==> config.mk <==
export PLATFORM = sky130hd
export DESIGN_NAME = reg_file_mp
export DESIGN_NICKNAME = d
export VERILOG_FILES = /design/src/rtl/rf_pkg.sv /design/src/rtl/rf_read_port.sv /design/src/rtl/reg_file_mp.sv
export SDC_FILE = /design/constraint.sdc
export NUM_CORES = 1
export LEC_CHECK = 0
export BUFFER_PORTS_ARGS = -buffer_cell sky130_fd_sc_hd__buf_2
export CELL_PAD_IN_SITES_DETAIL_PLACEMENT = 0
export CELL_PAD_IN_SITES_GLOBAL_PLACEMENT = 1
export CORE_MARGIN = 2
export CORE_UTILIZATION = 52
export DETAILED_ROUTE_END_ITERATION = 8
export PLACE_DENSITY_LB_ADDON = 0.1
export SETUP_SLACK_MARGIN = 0.02
export SLEW_MARGIN = 20
export SYNTH_ARGS = -nofsm -noshare
export SYNTH_HDL_FRONTEND = slang
export SYNTH_SLANG_ARGS = --single-unit
export TNS_END_PERCENT = 50
==> constraint.sdc <==
create_clock -name clk -period 4.7 [get_ports clk]
set_clock_uncertainty 0.05 [all_clocks]
set_input_delay 0.47 -clock clk [delete_from_list [all_inputs] [get_ports clk]]
set_output_delay 0.47 -clock clk [all_outputs]
set_load 0.03 [all_outputs]
==> src/rtl/rf_pkg.sv <==
// Shared constants and types for the multi-port register file.
//   DEF_DW / DEF_PW / DEF_NR : default data width, pointer width, read-port count
//   word_t                   : one data word of the default width
//   addr_t                   : one register address of the default pointer width
package rf_pkg;
    localparam int DEF_DW = 8;
    localparam int DEF_PW = 3;
    localparam int DEF_NR = 3;

    typedef logic [DEF_DW-1:0] word_t;
    typedef logic [DEF_PW-1:0] addr_t;
endpackage

==> src/rtl/rf_read_port.sv <==
// Single combinational read port of the register file.
// It selects the stored word and busy bit for rd_addr. It can optionally forward
// same-cycle write data and hide the busy bit cleared by a same-cycle load return.
// Register 0 can optionally be forced to read as zero and never busy.
// Ports:
//   rd_addr                      in  : register to read
//   regs_flat                    in  : all stored words, register i at [i*DW +: DW]
//   busy_vec                     in  : stored busy bits
//   wa_en/wa_addr/wa_data        in  : write port A of this cycle (bypass source)
//   wb_en/wb_addr/wb_data        in  : write port B of this cycle (bypass source)
//   busy_set_en/busy_set_addr    in  : busy set of this cycle
//   rd_data / rd_busy            out : read result
module rf_read_port import rf_pkg::*; #(
    parameter int DW      = DEF_DW,
    parameter int PW      = DEF_PW,
    parameter int BYPASS  = 1,
    parameter int ZERO_R0 = 0
) (
    input  logic [PW-1:0]           rd_addr,
    input  logic [(2**PW)*DW-1:0]   regs_flat,
    input  logic [(2**PW)-1:0]      busy_vec,
    input  logic                    wa_en,
    input  logic [PW-1:0]           wa_addr,
    input  logic [DW-1:0]           wa_data,
    input  logic                    wb_en,
    input  logic [PW-1:0]           wb_addr,
    input  logic [DW-1:0]           wb_data,
    input  logic                    busy_set_en,
    input  logic [PW-1:0]           busy_set_addr,
    output logic [DW-1:0]           rd_data,
    output logic                    rd_busy
);
    logic wa_hit, wb_hit, set_hit, is_zero;

    always_comb begin
        wa_hit  = wa_en && (wa_addr == rd_addr);
        wb_hit  = wb_en && (wb_addr == rd_addr);
        set_hit = busy_set_en && (busy_set_addr == rd_addr);
        is_zero = (ZERO_R0 != 0) && (rd_addr == '0);

        rd_data = regs_flat[int'(rd_addr)*DW +: DW];
        rd_busy = busy_vec[rd_addr];

        if (BYPASS != 0) begin
            // Port A has priority, matching the write-collision rule.
            if (wa_hit)      rd_data = wa_data;
            else if (wb_hit) rd_data = wb_data;
            // A returning load clears busy unless a new load is issued to the same register.
            if (wb_hit && !set_hit) rd_busy = 1'b0;
        end

        if (is_zero) begin
            rd_data = '0;
            rd_busy = 1'b0;
        end
    end
endmodule

==> src/rtl/reg_file_mp.sv <==
// Parametrised multi-port register file with a per-register load scoreboard.
// It has two write ports: A for ALU writeback and B for load return; A wins a collision.
// It has NR combinational read ports with optional same-cycle bypass.
// There is an optional hard-wired zero register.
// A sticky WAW flag is raised when port A writes a register still awaiting a load.
// Ports:
//   clk, rst_n                          : clock, async active-low reset
//   wa_en/wa_addr/wa_data               : write port A
//   wb_en/wb_addr/wb_data               : write port B, also clears busy of wb_addr
//   busy_set_en/busy_set_addr           : mark a register as awaiting a load
//   rd_addr  (NR*PW) / rd_data (NR*DW)  : packed read ports, port i at slice i
//   rd_busy  (NR)                       : busy flag per read port
//   waw_err                             : sticky write-after-write error
module reg_file_mp import rf_pkg::*; #(
    parameter int DW      = DEF_DW,
    parameter int PW      = DEF_PW,
    parameter int NR      = DEF_NR,
    parameter int BYPASS  = 1,
    parameter int ZERO_R0 = 0
) (
    input  logic              clk,
    input  logic              rst_n,
    input  logic              wa_en,
    input  logic [PW-1:0]     wa_addr,
    input  logic [DW-1:0]     wa_data,
    input  logic              wb_en,
    input  logic [PW-1:0]     wb_addr,
    input  logic [DW-1:0]     wb_data,
    input  logic              busy_set_en,
    input  logic [PW-1:0]     busy_set_addr,
    input  logic [NR*PW-1:0]  rd_addr,
    output logic [NR*DW-1:0]  rd_data,
    output logic [NR-1:0]     rd_busy,
    output logic              waw_err
);
    localparam int DEPTH = 2**PW;

    logic [DW-1:0]       regs_q [DEPTH];
    logic [DW-1:0]       regs_d [DEPTH];
    logic [DEPTH-1:0]    busy_q, busy_d;
    logic                waw_q, waw_d;
    logic [DEPTH*DW-1:0] regs_flat;

    always_comb begin
        regs_d = regs_q;
        busy_d = busy_q;
        waw_d  = waw_q;
        for (int i = 0; i < DEPTH; i++) begin
            if (!((ZERO_R0 != 0) && (i == 0))) begin
                if (wb_en && (wb_addr == PW'(i))) begin
                    regs_d[i] = wb_data;
                    busy_d[i] = 1'b0;
                end
                // Applied after B so that A wins data; set after clear so a new load wins.
                if (wa_en && (wa_addr == PW'(i)))             regs_d[i] = wa_data;
                if (busy_set_en && (busy_set_addr == PW'(i))) busy_d[i] = 1'b1;
            end
        end
        // busy_q[0] can never be set when register 0 is hard-wired, so no extra guard.
        if (wa_en && busy_q[wa_addr]) waw_d = 1'b1;
    end

    always_ff @(posedge clk or negedge rst_n) begin
        if (!rst_n) begin
            for (int i = 0; i < DEPTH; i++) regs_q[i] <= '0;
            busy_q <= '0;
            waw_q  <= 1'b0;
        end else begin
            regs_q <= regs_d;
            busy_q <= busy_d;
            waw_q  <= waw_d;
        end
    end

    assign waw_err = waw_q;

    genvar g;
    generate
        for (g = 0; g < DEPTH; g++) begin : g_flat
            assign regs_flat[g*DW +: DW] = regs_q[g];
        end
        // Bypass sources are masked in reset so every read port shows 0 while rst_n is low.
        for (g = 0; g < NR; g++) begin : g_rd
            rf_read_port #(
                .DW(DW), .PW(PW), .BYPASS(BYPASS), .ZERO_R0(ZERO_R0)
            ) u_port (
                .rd_addr       (rd_addr[g*PW +: PW]),
                .regs_flat     (regs_flat),
                .busy_vec      (busy_q),
                .wa_en         (wa_en & rst_n),
                .wa_addr       (wa_addr),
                .wa_data       (wa_data),
                .wb_en         (wb_en & rst_n),
                .wb_addr       (wb_addr),
                .wb_data       (wb_data),
                .busy_set_en   (busy_set_en & rst_n),
                .busy_set_addr (busy_set_addr),
                .rd_data       (rd_data[g*DW +: DW]),
                .rd_busy       (rd_busy[g])
            );
        end
    endgenerate
endmodule

# ---- Word-level counts from Yosys, hierarchy flattened
# Index checks and enable logic that the tools add are counted.
dict set report totals {
  out_inout_bits 28
  reg_bits 73
  wordCells 165
}
dict set report classes {
  n_mux 49
  bitwise 3
  n_reduce_logical 59
  eq_ne 30
  shift 3
  n_lt_le_gt_ge 4
}
# operator count
set ops {}
lappend ops {{$shiftx A64 B7 Y8} 3}
lappend ops {{$mux W8} 22}
lappend ops {{$logic_and A1 B1 Y1} 37}
lappend ops {{$eq A3 B3 Y1 const B} 12}
lappend ops {{$reduce_bool A2 Y1} 16}
lappend ops {{$eq A3 B3 Y1} 9}
lappend ops {{$mux W1} 23}
lappend ops {{$eq A3 B2 Y1 const B} 6}
lappend ops {{$lt A3 B4 Y1 const B} 4}
lappend ops {{$bmux W1 S3} 4}
lappend ops {{$eq A3 B1 Y1 const B} 3}
lappend ops {{$logic_not A3 Y1} 3}
lappend ops {{$and A1 B1 Y1} 3}
lappend ops {{$logic_not A1 Y1} 3}

# ---- Logic depth before layout (Yosys ltp)
dict set report logic_depth {
  depth_word 5
  mapped_depth 8
}

# ---- By module
# A second synthesis with hierarchy kept.
dict set report unflattened {
  hier_cells 564
  hier_area_um2 6378.6
}
# mod instances area_each_um2 cells_each
set by_module_without_submodules {}
lappend by_module_without_submodules {reg_file_mp 1 3709.8 348}
lappend by_module_without_submodules {rf_read_port 3 889.6 72}

# ---- Worst setup path before layout
# OpenSTA, ideal clock, no wires.
dict set report synth_path {
  kind {input to output}
  start {input rd_addr[8]}
  end {output rd_data[16]}
  slack_ns 2.152
  path_stages 7
  t_arrival_ns 2.028
  required_ns 4.180
  n_path_buf 3
  path_cell_list {buf_2 > buf_4 > xnor2_1 > nand4_1 > buf_4 > mux2i_1 > o21ai_0}
}
dict set report synth_via {
  elab_chain_cells 4
}
# element line
set synth_lines {}
lappend synth_lines {{start: declaration} reg_file_mp.sv:31} ;# input logic [NR*PW-1:0] rd_addr,
lappend synth_lines {{branches (longest 3 deep; another with $shiftx A64 B7 Y8)} n/a}
lappend synth_lines {{$mux W8 *} rf_read_port.sv:46} ;# if (wa_hit) rd_data = wa_data;
lappend synth_lines {{end: declaration} reg_file_mp.sv:32} ;# output logic [NR*DW-1:0] rd_data,
# Mark *: on every way between the ends.

# ---- Final worst setup path
dict set report layout_path {
  start {input rst_n}
  end {output rd_data[7]}
}
dict set report layout_via {
  elab_chain_cells 4
}
# element line
set layout_lines {}
lappend layout_lines {{start: declaration} reg_file_mp.sv:22} ;# input logic rst_n,
lappend layout_lines {{$and A1 B1 Y1} reg_file_mp.sv:93} ;# .wb_en (wb_en & rst_n),
lappend layout_lines {{$logic_and A1 B1 Y1} rf_read_port.sv:37} ;# wb_hit = wb_en && (wb_addr == rd_addr);
lappend layout_lines {{$mux W8} rf_read_port.sv:47} ;# else if (wb_hit) rd_data = wb_data;
lappend layout_lines {{$mux W8 *} rf_read_port.sv:46}
# Mark *: on every way between the ends. The rest lies on a longest branch, timed or not.

==> impl_metrics.prom <==
# TYPE chip_impl_metric gauge
chip_impl_metric{name="post-route-util",unit=""} 0.585
chip_impl_metric{name="initial_utilization",unit=""} 0.537
chip_impl_info{name="layout_commonest_cell",value="sky130_fd_sc_hd__mux2i_1"} 1
chip_impl_info{name="hold_class",value="in -> reg"} 1
chip_impl_metric{name="power_leakage",unit="nW"} 3.00
chip_impl_metric{name="final_period_demand_of_the_worst_path",unit="ns"} 3.56
chip_impl_metric{name="detail-route-antenna-nets",unit=""} 0
chip_impl_metric{name="report.final.hold_viol_count",unit=""} 0
chip_impl_metric{name="ys_seq_area_frac",unit=""} 0.295
chip_impl_metric{name="synth-seq-cells",unit=""} 73
chip_impl_info{name="cp-start-kind",value="input pin"} 1
chip_impl_metric{name="worst_hold_path.num_cells",unit=""} 2
chip_impl_metric{name="cts_setup_buffers",unit=""} 0
chip_impl_info{name="criticalPathCategory",value="in -> out"} 1
chip_impl_metric{name="floorplan.die_area",unit="um2"} 12800
chip_impl_metric{name="worstRegToRegCells",unit=""} 3
chip_impl_metric{name="cts_num_sinks",unit=""} 73
chip_impl_metric{name="worst_skew_pair.late_latency",unit="ns"} 0.35
chip_impl_metric{name="achievable-frequency",unit="MHz"} 281
chip_impl_metric{name="first_pass_grt_wire_length",unit="um"} 30300
chip_impl_info{name="root_buffer",value="sky130_fd_sc_hd__clkbuf_16"} 1
chip_impl_metric{name="grt_usage",unit=""} 0.323
chip_impl_metric{name="drive_above_1_share",unit=""} 0.233
chip_impl_metric{name="cts_buffer_depth",unit=""} 2
chip_impl_metric{name="wirelength",unit="um"} 19700
chip_impl_metric{name="synth.lib_cells_used.distinct",unit=""} 30
chip_impl_metric{name="gp_congestion",unit=""} 0.826
chip_impl_metric{name="average_vias_per_placed_instance",unit=""} 6.63
chip_impl_metric{name="routed_wire_length_per_instance",unit="um"} 26.6
chip_impl_metric{name="critical_path.max_fanout",unit=""} 19
chip_impl_metric{name="post_synth.cell_area_avg",unit="um2"} 10.8
chip_impl_metric{name="placement.cell_area",unit="um2"} 6450
chip_impl_metric{name="cts-htree-levels",unit=""} 3
chip_impl_metric{name="vias_in_the_first_global_route",unit=""} 4970
chip_impl_metric{name="cts_buf_count",unit=""} 9
chip_impl_info{name="tritoncts",value="yes"} 1
chip_impl_metric{name="die_h",unit="um"} 113
chip_impl_metric{name="ratio_of_total_power_to_cell_area",unit="nW/um2"} 373
chip_impl_info{name="layout.cells.most_common_list",value="sky130_fd_sc_hd__mux2i_1, sky130_fd_sc_hd__dfrtp_1, sky130_fd_sc_hd__nand2_1, sky130_fd_sc_hd__buf_2, sky130_fd_sc_hd__o21ai_0"} 1
chip_impl_metric{name="die_width",unit="um"} 113
chip_impl_metric{name="period_share",unit=""} 0.757
chip_impl_metric{name="num_io_pins",unit=""} 67
chip_impl_metric{name="cp.required",unit="ns"} 4.18
chip_impl_metric{name="via_count",unit=""} 4896
chip_impl_metric{name="synthesis.area",unit="um2"} 6190
chip_impl_metric{name="worst-slew-pin-transition",unit="ns"} 1.11
chip_impl_metric{name="synthesis.nets",unit=""} 610
chip_impl_metric{name="ir_drop",unit="V"} 0.000256
chip_impl_metric{name="core_region_area",unit="um2"} 11500
chip_impl_metric{name="portBuffers",unit=""} 66
chip_impl_metric{name="dpl.hpwl",unit="um"} 12900
chip_impl_metric{name="globalRoute.totalOverflow",unit=""} 0
chip_impl_metric{name="yosys_warnings",unit=""} 0
chip_impl_metric{name="max-cap-violations",unit=""} 0
chip_impl_metric{name="relSlewSlack",unit=""} 0.254
chip_impl_info{name="violations",value="design-rule violations"} 1
chip_impl_metric{name="grt_start_max_net_pins",unit=""} 59
chip_impl_metric{name="filler_cell_count",unit=""} 995
chip_impl_metric{name="critical_path_arrival",unit="ns"} 3.04
chip_impl_info{name="status",value="finished, violations left"} 1
chip_impl_metric{name="fin_tns_setup",unit="ns"} 0
chip_impl_metric{name="layout-area-overhead-vs-synth",unit="%"} 8.96
chip_impl_metric{name="fin_area",unit="um2"} 6740
chip_impl_metric{name="stdcell_count",unit=""} 739
chip_impl_metric{name="detailedRoute.firstPassIterationCount",unit=""} 7
chip_impl_metric{name="design.final.nets",unit=""} 631
chip_impl_metric{name="placed_cells",unit=""} 723
chip_impl_metric{name="placement_rows",unit=""} 39
chip_impl_info{name="kind_of_end_point_of_the_critical_path",value="output port"} 1
chip_impl_metric{name="finalSetupViolations",unit=""} 0
chip_impl_info{name="setup_repair_after_global_routing_missed_its_margin",value="false"} 1
chip_impl_metric{name="worst_setup_hold_path_clk_slew",unit="ns"} 0.06
chip_impl_metric{name="initial_antenna_violation_count",unit=""} 0
chip_impl_metric{name="drtIter0Drc",unit=""} 399
chip_impl_metric{name="post-route-drc-count",unit=""} 4
chip_impl_metric{name="final.setup.worst_slack",unit="ns"} 1.14
chip_impl_metric{name="detailedPlace.worstSlack",unit="ns"} 1.42
chip_impl_metric{name="synth_cells",unit=""} 571
chip_impl_metric{name="diodes",unit=""} 0
chip_impl_metric{name="slew_violations",unit=""} 0
[cell families (layout without fill, tap and decap cells)]
| kind of cell | after synthesis | in the layout | synth area share |
|---|---|---|---|
| flip-flops | 73 | 73 | 0.295 |
| buffers and inverters | 70 | 95 | 0.0589 |
| AND/OR/NAND/NOR | 129 | 129 | 0.101 |
| XOR/XNOR | 27 | 27 | 0.0382 |
| multiplexers | 172 | 172 | 0.422 |
| AO/OA/AOI/OAI | 100 | 100 | 0.0847 |
[area by class of cell]
class,count,area (um2),share of cell area
inverter,4,15.0,0.00223
clock buffer,11,233,0.0345
clock inverter,4,45.0,0.00668
sequential,73,1830,0.271
tap,143,179,0.0265
timing repair buffer,76,410,0.0609
multi-input combinational,428,4030,0.598
[path summary, 6_finish.rpt]
| kind | from | to | slack (ns) |
|---|---|---|---|
| max | rst_n | rd_data[7] | 1.14 |
| min | wa_en | waw_err | 0.42 |
| max reg2reg | busy_q[7] | waw_err | 3.19 |
| min reg2reg | waw_err | waw_err | 0.44 |
| max in group asynchronous | rst_n | regs_flat[32] | 3.06 |
| min in group asynchronous | rst_n | regs_flat[50] | 0.50 |
[cells in the mapped netlist, drive strengths merged]
cell type	n	area [um2]
buf	42	259
nand2	65	244
o21ai	60	300
xor2	9	78.8
mux2i	91	911
nor3b	4	40.0
o22ai	2	12.5
xnor2	18	158
nor2	35	131
clkbuf	24	90.1
dfrtp	73	1830
mux4	56	1420
nor4	3	63.8
a41oi	3	26.3
nand4b	6	52.6
a21o	1	7.51
o32ai	2	17.5
inv	4	15.0
mux2	25	282
nand2b	5	31.3
a21oi	32	160
nand4	5	31.3
and2	2	12.5
nor3	4	20.0
[layer usage]
metal / GRT usage / vias to the layer above / wire length, um
met5: 0 / - / 0
met4: 0.156 / 0 / 821
met3: 0.0616 / 53 / 1270
met2: 0.514 / 220 / 9560
met1: 0.429 / 2434 / 8040
li1: - / 2189 / -
[power by group]
part / internal (mW) / total (mW) / switching (mW)
Sequential: 0.765 / 0.901 / 0.136
Clock: 0.406 / 0.679 / 0.273
Combinational: 0.439 / 0.934 / 0.494
[critical path: stages]
cell	delay (ns)
sky130_fd_sc_hd__dlygate4sd3_1	0.52
sky130_fd_sc_hd__buf_4	0.28
sky130_fd_sc_hd__and2_1	0.23
sky130_fd_sc_hd__nand4_1	0.74
sky130_fd_sc_hd__mux2i_1	0.30
sky130_fd_sc_hd__o21ai_0	0.23
sky130_fd_sc_hd__buf_2	0.24
[flip-flops by register name, summed over array words and instances (netlist names)]
signal / count
regs_flat: 64
waw_err: 1
busy_q: 8
[what timing repair did]
| action | 4_1_cts | 5_1_grt |
|---|---|---|
| hold endpoints to repair | 16 | 0 |
| resized for setup | 0 | 0 |
| hold buffers | 1 | 0 |
| setup endpoints to repair | 0 | 0 |
[metrics by stage]
| stage | total power, mW | hold WS, ns |
|---|---|---|
| 2_1_floorplan | 1.58 | 0.124 |
| 3_3_place_gp | 1.80 | 0.323 |
| 3_5_place_dp | 1.84 | 0.328 |
| 4_1_cts | 2.52 | 0.399 |
| 5_1_grt | 2.65 | 0.436 |
| 6_report | 2.51 | 0.421 |
(Power assumes the default switching activity.)
